[config.mk]
export PLATFORM = sky130hd
export DESIGN_NAME = mac_accum_requant_flat
export DESIGN_NICKNAME = d
export VERILOG_FILES = /design/src/rtl/mac_accum_requant_if.sv /design/src/rtl/mac_accum_requant.sv /design/src/flat_wrapper.sv
export SDC_FILE = /design/constraint.sdc
export NUM_CORES = 1
export LEC_CHECK = 0
export ABC_CLOCK_PERIOD_IN_PS = 2100
export BUFFER_PORTS_ARGS = -buffer_cell sky130_fd_sc_hd__buf_2
export CAP_MARGIN = 20
export CORE_MARGIN = 8
export CORE_UTILIZATION = 54
export DETAILED_ROUTE_END_ITERATION = 8
export PLACE_DENSITY = 0.8
export SETUP_SLACK_MARGIN = 0.5
export SKIP_CTS_REPAIR_TIMING = 1
export SLEW_MARGIN = 10
export SYNTH_ARGS = -nofsm -noshare
export SYNTH_HDL_FRONTEND = slang
export SYNTH_SLANG_ARGS = --single-unit
[constraint.sdc]
create_clock -name CLK -period 2.1 [get_ports CLK]
set_input_delay 0.315 -clock CLK [delete_from_list [all_inputs] [get_ports CLK]]
set_output_delay 0.315 -clock CLK [all_outputs]
set_load 0.02 [all_outputs]
[src/rtl/mac_accum_requant_if.sv]
// Handshake bundle between the MAC-result accumulator and its producer/consumer.
// The master side drives the command and the MAC results. The slave side returns the requantized result.
interface mac_accum_requant_if #(
    parameter int IN_BITWIDTH  = 16,
    parameter int OUT_BITWIDTH = 8,
    parameter int LEN_BITWIDTH = 8
);
    logic                    START;
    logic [LEN_BITWIDTH-1:0] LEN;
    logic                    IN_VALID;
    logic [IN_BITWIDTH-1:0]  IN_DATA;
    logic                    OUT_READY;
    logic                    OUT_VALID;
    logic [OUT_BITWIDTH-1:0] OUT_DATA;
    logic                    SAT;
    logic                    BUSY;

    modport master (
        output START, LEN, IN_VALID, IN_DATA, OUT_READY,
        input  OUT_VALID, OUT_DATA, SAT, BUSY
    );

    modport slave (
        input  START, LEN, IN_VALID, IN_DATA, OUT_READY,
        output OUT_VALID, OUT_DATA, SAT, BUSY
    );
endinterface

[src/rtl/mac_accum_requant.sv]
// Sums LEN Q3.12 MAC results into a wide accumulator, then rounds and saturates the sum to Q1.6 behind a valid/ready port.
// Optional build macro MAC_ACCUM_REQUANT_RELU_EN clamps negative results to zero. That clamp does not set SAT.
module mac_accum_requant #(
    parameter int IN_BITWIDTH  = 16,
    parameter int OUT_BITWIDTH = 8,
    parameter int FRAC_SHIFT   = 6,
    parameter int LEN_BITWIDTH = 8,
    parameter int ACC_BITWIDTH = 24
) (
    input  logic              CLK,
    input  logic              RST,
    mac_accum_requant_if.slave bus
);
    typedef enum logic [1:0] {
        ST_IDLE  = 2'd0,
        ST_ACCUM = 2'd1,
        ST_ROUND = 2'd2,
        ST_HOLD  = 2'd3
    } state_t;

    // One guard bit above the accumulator keeps the rounding bias from wrapping.
    typedef logic signed [ACC_BITWIDTH:0] wide_t;

    localparam wide_t ROUND_BIAS = wide_t'(2 ** (FRAC_SHIFT - 1));
    localparam wide_t OUT_MAX    = wide_t'(2 ** (OUT_BITWIDTH - 1) - 1);
    localparam wide_t OUT_MIN    = -(wide_t'(2 ** (OUT_BITWIDTH - 1)));
    localparam wide_t WIDE_ZERO  = wide_t'(0);

    state_t                   state_r;
    state_t                   state_s;
    logic [ACC_BITWIDTH-1:0]  acc_r;
    logic [LEN_BITWIDTH-1:0]  count_r;
    logic [LEN_BITWIDTH-1:0]  len_r;
    logic                     out_valid_r;
    logic                     out_valid_s;
    logic [OUT_BITWIDTH-1:0]  out_data_r;
    logic [OUT_BITWIDTH-1:0]  out_data_s;
    logic                     sat_r;
    logic                     sat_s;
    logic                     busy_r;
    logic                     busy_s;
    logic [ACC_BITWIDTH-1:0]  in_ext_s;
    logic                     last_in_s;

    // Round half toward +inf with an arithmetic shift, then clip. The return value is {sat, data}.
    function automatic logic [OUT_BITWIDTH:0] requant(input logic [ACC_BITWIDTH-1:0] acc);
        wide_t biased;
        wide_t r;
        logic [OUT_BITWIDTH:0] res;
        biased = $signed({acc[ACC_BITWIDTH-1], acc}) + ROUND_BIAS;
        r      = biased >>> FRAC_SHIFT;
        if (r > OUT_MAX) begin
            res = {1'b1, OUT_MAX[OUT_BITWIDTH-1:0]};
        end
`ifdef MAC_ACCUM_REQUANT_RELU_EN
        else if (r < WIDE_ZERO) begin
            res = {1'b0, {OUT_BITWIDTH{1'b0}}};
        end
`endif
        else if (r < OUT_MIN) begin
            res = {1'b1, OUT_MIN[OUT_BITWIDTH-1:0]};
        end else begin
            res = {1'b0, r[OUT_BITWIDTH-1:0]};
        end
        return res;
    endfunction

    assign in_ext_s  = {{(ACC_BITWIDTH-IN_BITWIDTH){bus.IN_DATA[IN_BITWIDTH-1]}}, bus.IN_DATA};
    assign last_in_s = bus.IN_VALID && (count_r == (len_r - LEN_BITWIDTH'(1)));

    // State register.
    always_ff @(posedge CLK) begin
        if (RST) begin
            state_r <= ST_IDLE;
        end else begin
            state_r <= state_s;
        end
    end

    // Next-state logic.
    always_comb begin
        state_s = state_r;
        case (state_r)
            ST_IDLE: begin
                if (bus.START) begin
                    state_s = (bus.LEN == {LEN_BITWIDTH{1'b0}}) ? ST_ROUND : ST_ACCUM;
                end else begin
                    state_s = ST_IDLE;
                end
            end
            ST_ACCUM: begin
                if (last_in_s) begin
                    state_s = ST_ROUND;
                end else begin
                    state_s = ST_ACCUM;
                end
            end
            ST_ROUND: state_s = ST_HOLD;
            ST_HOLD: begin
                if (out_valid_r && bus.OUT_READY) begin
                    state_s = ST_IDLE;
                end else begin
                    state_s = ST_HOLD;
                end
            end
            default: state_s = ST_IDLE;
        endcase
    end

    // Accumulator, count and latched length.
    always_ff @(posedge CLK) begin
        if (RST) begin
            acc_r   <= {ACC_BITWIDTH{1'b0}};
            count_r <= {LEN_BITWIDTH{1'b0}};
            len_r   <= {LEN_BITWIDTH{1'b0}};
        end else begin
            case (state_r)
                ST_IDLE: begin
                    if (bus.START) begin
                        acc_r   <= {ACC_BITWIDTH{1'b0}};
                        count_r <= {LEN_BITWIDTH{1'b0}};
                        len_r   <= bus.LEN;
                    end
                end
                ST_ACCUM: begin
                    if (bus.IN_VALID) begin
                        acc_r   <= acc_r + in_ext_s;
                        count_r <= count_r + LEN_BITWIDTH'(1);
                    end
                end
                default: begin
                    acc_r <= acc_r;
                end
            endcase
        end
    end

    // Output next values. Data and SAT persist after the handshake until the next ROUND.
    always_comb begin
        out_valid_s = out_valid_r;
        out_data_s  = out_data_r;
        sat_s       = sat_r;
        busy_s      = (state_s != ST_IDLE);
        case (state_r)
            ST_ROUND: begin
                out_valid_s         = 1'b1;
                {sat_s, out_data_s} = requant(acc_r);
            end
            ST_HOLD: begin
                if (bus.OUT_READY) begin
                    out_valid_s = 1'b0;
                end else begin
                    out_valid_s = out_valid_r;
                end
            end
            default: begin
                out_valid_s = out_valid_r;
            end
        endcase
    end

    // Output registers.
    always_ff @(posedge CLK) begin
        if (RST) begin
            out_valid_r <= 1'b0;
            out_data_r  <= {OUT_BITWIDTH{1'b0}};
            sat_r       <= 1'b0;
            busy_r      <= 1'b0;
        end else begin
            out_valid_r <= out_valid_s;
            out_data_r  <= out_data_s;
            sat_r       <= sat_s;
            busy_r      <= busy_s;
        end
    end

    assign bus.OUT_VALID = out_valid_r;
    assign bus.OUT_DATA  = out_data_r;
    assign bus.SAT       = sat_r;
    assign bus.BUSY      = busy_r;
endmodule
[src/flat_wrapper.sv]
// flat-port wrapper written by rule: the top's interface ports become plain ports
module mac_accum_requant_flat 
#(
    parameter int IN_BITWIDTH  = 16,
    parameter int OUT_BITWIDTH = 8,
    parameter int FRAC_SHIFT   = 6,
    parameter int LEN_BITWIDTH = 8,
    parameter int ACC_BITWIDTH = 24
)
  (CLK, RST, bus_START, bus_LEN, bus_IN_VALID, bus_IN_DATA, bus_OUT_READY, bus_OUT_VALID, bus_OUT_DATA, bus_SAT, bus_BUSY);
  mac_accum_requant_if #(.IN_BITWIDTH(IN_BITWIDTH), .OUT_BITWIDTH(OUT_BITWIDTH), .LEN_BITWIDTH(LEN_BITWIDTH)) bus_i ();
  input  logic CLK;
  input  logic RST;
  input wire logic [$bits(bus_i.START)-1:0] bus_START;
  input wire logic [$bits(bus_i.LEN)-1:0] bus_LEN;
  input wire logic [$bits(bus_i.IN_VALID)-1:0] bus_IN_VALID;
  input wire logic [$bits(bus_i.IN_DATA)-1:0] bus_IN_DATA;
  input wire logic [$bits(bus_i.OUT_READY)-1:0] bus_OUT_READY;
  output wire logic [$bits(bus_i.OUT_VALID)-1:0] bus_OUT_VALID;
  output wire logic [$bits(bus_i.OUT_DATA)-1:0] bus_OUT_DATA;
  output wire logic [$bits(bus_i.SAT)-1:0] bus_SAT;
  output wire logic [$bits(bus_i.BUSY)-1:0] bus_BUSY;
  assign bus_i.START = bus_START;
  assign bus_i.LEN = bus_LEN;
  assign bus_i.IN_VALID = bus_IN_VALID;
  assign bus_i.IN_DATA = bus_IN_DATA;
  assign bus_i.OUT_READY = bus_OUT_READY;
  assign bus_OUT_VALID = bus_i.OUT_VALID;
  assign bus_OUT_DATA = bus_i.OUT_DATA;
  assign bus_SAT = bus_i.SAT;
  assign bus_BUSY = bus_i.BUSY;
  mac_accum_requant #(.IN_BITWIDTH(IN_BITWIDTH), .OUT_BITWIDTH(OUT_BITWIDTH), .FRAC_SHIFT(FRAC_SHIFT), .LEN_BITWIDTH(LEN_BITWIDTH), .ACC_BITWIDTH(ACC_BITWIDTH)) u_core (.CLK(CLK), .RST(RST), .bus(bus_i));
endmodule
==> flow_summary.toml <==
[place]
port_buffers = 39
place_congestion = 0.962
dp.final_hpwl_um = 7640
dp_slack_ns = -0.137

[die]
ios = 40
start_util = 0.547
rows = 30
die_h_um = 98.3
die_area_mm2 = 0.00965
fp.coreArea_mm2 = 0.00668
die_x_um = 98.3

[cts]
clock_latency_ns = 0.31
numCtsBuffers = 5
clk_path_buf_depth = 2
cts_root_buf = "clkbuf_8"
clkTransAtPathRegs_ns = 0.10
htree_levels = 2
cts_tree = "yes"
clkSinkCount = 53

[finish]
fillCellCount = 453
seq_area_mm2 = 0.00110
antenna_cells = 0
multiInputGateArea_mm2 = 0.00291
nets = 625
area_delta_synth_final_pct = 38.8
drive_gt1_frac = 0.395

[setup_path]
r2r-start = "u_core.acc_r[0]$_SDFFE_PP0P_"
crit_chain = "ha_4 > buf_4 > a211oi_2 > o211ai_1 > and3_1 > buf_4 > o21ai_0 > nand2b_1 > xor2_1 > a22o_1"
path_depth = 10
r2r_end = "u_core.acc_r[9]$_SDFFE_PP0P_"
worstSetupPathType = "reg2reg"
crit_top_cell = "buf_4"
required_ns = 2.30
cpMaxStageDelayCell = "dfxtp_2"
r2r_slack_ns = -0.14
crit_fanout = 3
critPathCaptureType = "flip-flop"
crit_family = "compound AO/OA/AOI/OAI gates"
critical_path_arrival_ns = 2.44
ff2ff_path_depth = 10
startpoint_type = "flip-flop"
slowest_delay_ns = 0.35
cp.buffers_inverters = 2

[grt]
grt-ovfl-total = 0
grt_max_degree = 25
grt_pass1_wl_um = 16600
track_usage = 0.202
antenna_found_initial = 0
first_global_vias = 3799

[sta]
timing_hold_violations_final = 0
setup_viol = 15
maxSlewViolCount = 0
rsz0062_at_grt = "yes"
fmax_mhz = 447
clock_skew_ns = 0.0143
holdWs_ns = 0.234
fin_crit_ns = 2.24
fin_setup_tns_ns = -1.16
min_period_over_period = 1.07
tightest_slew_ns = 0.584
maxSlewHeadroom = 0.610
fin_ws_ns = -0.139

[drt]
totalWireLength_um = 11200
routedWlPerCell_um = 17.2
met3_length_um = 494
first_pass_iters = 7
drc_errors = 0
vias = 3903
wl_met1_um = 4600
via_per_inst = 6.00
drt-initial-drc-count = 217
top_layer = "met4"
drtAntennaViolNets = 0
wl_met2_um = 5810

[synth]
yosys.cell_types.count = 53
avgSynthCellArea_um2 = 7.91
syn_inst = 462
syn_area_mm2 = 0.00365
synth-async-reset-ratio = 0
synth_edf_count = 0
syn_nets = 518
ys.flop_type = "dfxtp_1"
ys_ff_latch = 53
yosysSeqAreaShare = 0.290
yosys_warnings = 0

[pwr]
leakagePower_nw = 2.17
max-vdd-ir-drop_uv = 446
p_per_area_mw_per_mm2 = 483
report.power.total_mw = 2.45

[min_path]
min_path_cells = 3
hold_path_class = "in2reg"
worstHoldStart = "bus_LEN[0]"
min_to = "u_core.len_r[0]$_SDFFE_PP0P_"

[run_status]
status = "finished, violations left"
violations = "negative setup slack"

[run]
max_cap_viol_count = 0
[cells in the final DEF, fill, tap and decap left out, types with 12 or more instances in the layout]
cell	instances
a211oi_2	12
a21oi_1	26
buf_2	39
buf_4	73
dfxtp_1	37
ha_1	14
ha_4	12
nand2_1	52
nand3_1	18
nor2_1	50
xnor2_1	29
xor2_1	12
[cell families (layout without fill, tap and decap cells)]
kind of cell	count (synthesis)	count (layout)	share of synthesized area
compound gates	116	116	0.221
buf+inv	25	133	0.0260
simple gates	194	194	0.255
fa+ha+maj	27	27	0.0945
mux	3	3	0.00822
xor+xnor	44	44	0.105
flops	53	53	0.290
[per-layer routing]
layer / track usage / up-vias
met5: 0 / -
met4: 0.0732 / 0
li1: - / 1878
met3: 0.0363 / 25
met2: 0.375 / 130
met1: 0.225 / 1870
[metrics by stage]
step / instances / util / instance area, µm²
2_1_floorplan: 462 / - / 3880
3_3_place_gp: 623 / 0.677 / 4520
3_5_place_dp: 623 / 0.677 / 4520
4_1_cts: 631 / 0.694 / 4640
5_1_grt: 650 / 0.759 / 5070
6_report: 650 / 0.759 / 5070
[worst max-delay path by stage]
stage | from | end
3_5_place_dp | bus_IN_DATA[2] | u_core.acc_r[23]$_SDFFE_PP0P_
3_3_place_gp | bus_IN_DATA[0] | u_core.acc_r[20]$_SDFFE_PP0P_
4_1_cts | u_core.acc_r[5]$_SDFFE_PP0P_ | u_core.bus.OUT_DATA[4]$_SDFFE_PP0P_
6_report | u_core.acc_r[0]$_SDFFE_PP0P_ | u_core.acc_r[9]$_SDFFE_PP0P_
2_1_floorplan | u_core.acc_r[5]$_SDFFE_PP0P_ | u_core.bus.OUT_DATA[0]$_SDFFE_PP0P_
5_1_grt | u_core.acc_r[0]$_SDFFE_PP0P_ | u_core.acc_r[9]$_SDFFE_PP0P_
[tightest hold or removal path: stages]
cell     delay (ns)
buf_2          0.10
nand2_1        0.05
a21oi_1        0.05
[where the power goes]
group / total (mW) / internal (mW) / switching [mW] / leakage [nW]
Combinational: 0.655 / 0.313 / 0.342 / 1.68
Sequential: 1.08 / 1.03 / 0.0462 / 0.439
Clock: 0.714 / 0.359 / 0.355 / 0.0554
Total: 2.45 / 1.71 / 0.743 / 2.17
[synth_stat cells, types with 2 or more instances]
master | n | share of area
nor3_1 | 11 | 0.015
nand2b_1 | 5 | 0.0086
or3_1 | 3 | 0.0051
inv_1 | 7 | 0.0072
o21ai_0 | 16 | 0.022
a211oi_2 | 8 | 0.027
and2_1 | 3 | 0.0051
xor2_1 | 13 | 0.031
nand3b_1 | 2 | 0.0041
a211oi_1 | 5 | 0.010
a22o_1 | 9 | 0.022
o21ai_1 | 2 | 0.0027
mux2i_1 | 3 | 0.0082
nor2b_1 | 4 | 0.0068
o21a_1 | 2 | 0.0041
nor4_1 | 5 | 0.0086
and3_1 | 7 | 0.012
a22oi_1 | 7 | 0.014
xnor2_1 | 31 | 0.074
nand4_1 | 10 | 0.017
ha_1 | 26 | 0.089
dfxtp_1 | 53 | 0.29
nand3_1 | 23 | 0.032
nand2_1 | 59 | 0.061
clkbuf_1 | 15 | 0.015
nor2_1 | 55 | 0.057
and4_4 | 2 | 0.0062
buf_1 | 2 | 0.0021
a21o_1 | 10 | 0.021
a21oi_1 | 34 | 0.047
a31oi_1 | 7 | 0.012
o211ai_1 | 2 | 0.0041
[sequential cells by signal (all words and copies together), names as in the netlist]
name                  flops
u_core.acc_r             24
u_core.bus.OUT_DATA       8
u_core.count_r            8
u_core.len_r              8
u_core.state_r            2
u_core.bus.BUSY           1
u_core.bus.OUT_VALID      1
u_core.bus.SAT            1
[final cells by class]
| class | count | area share |
|---|---|---|
| clock inverter | 2 | 0.00765 |
| clock buffer | 6 | 0.0143 |
| multi-input combinational | 384 | 0.574 |
| sequential | 53 | 0.217 |
| inverter | 7 | 0.00567 |
| tap | 80 | 0.0197 |
| timing repair buffer | 118 | 0.162 |
Note: power is estimated with default switching activity, not from simulation.
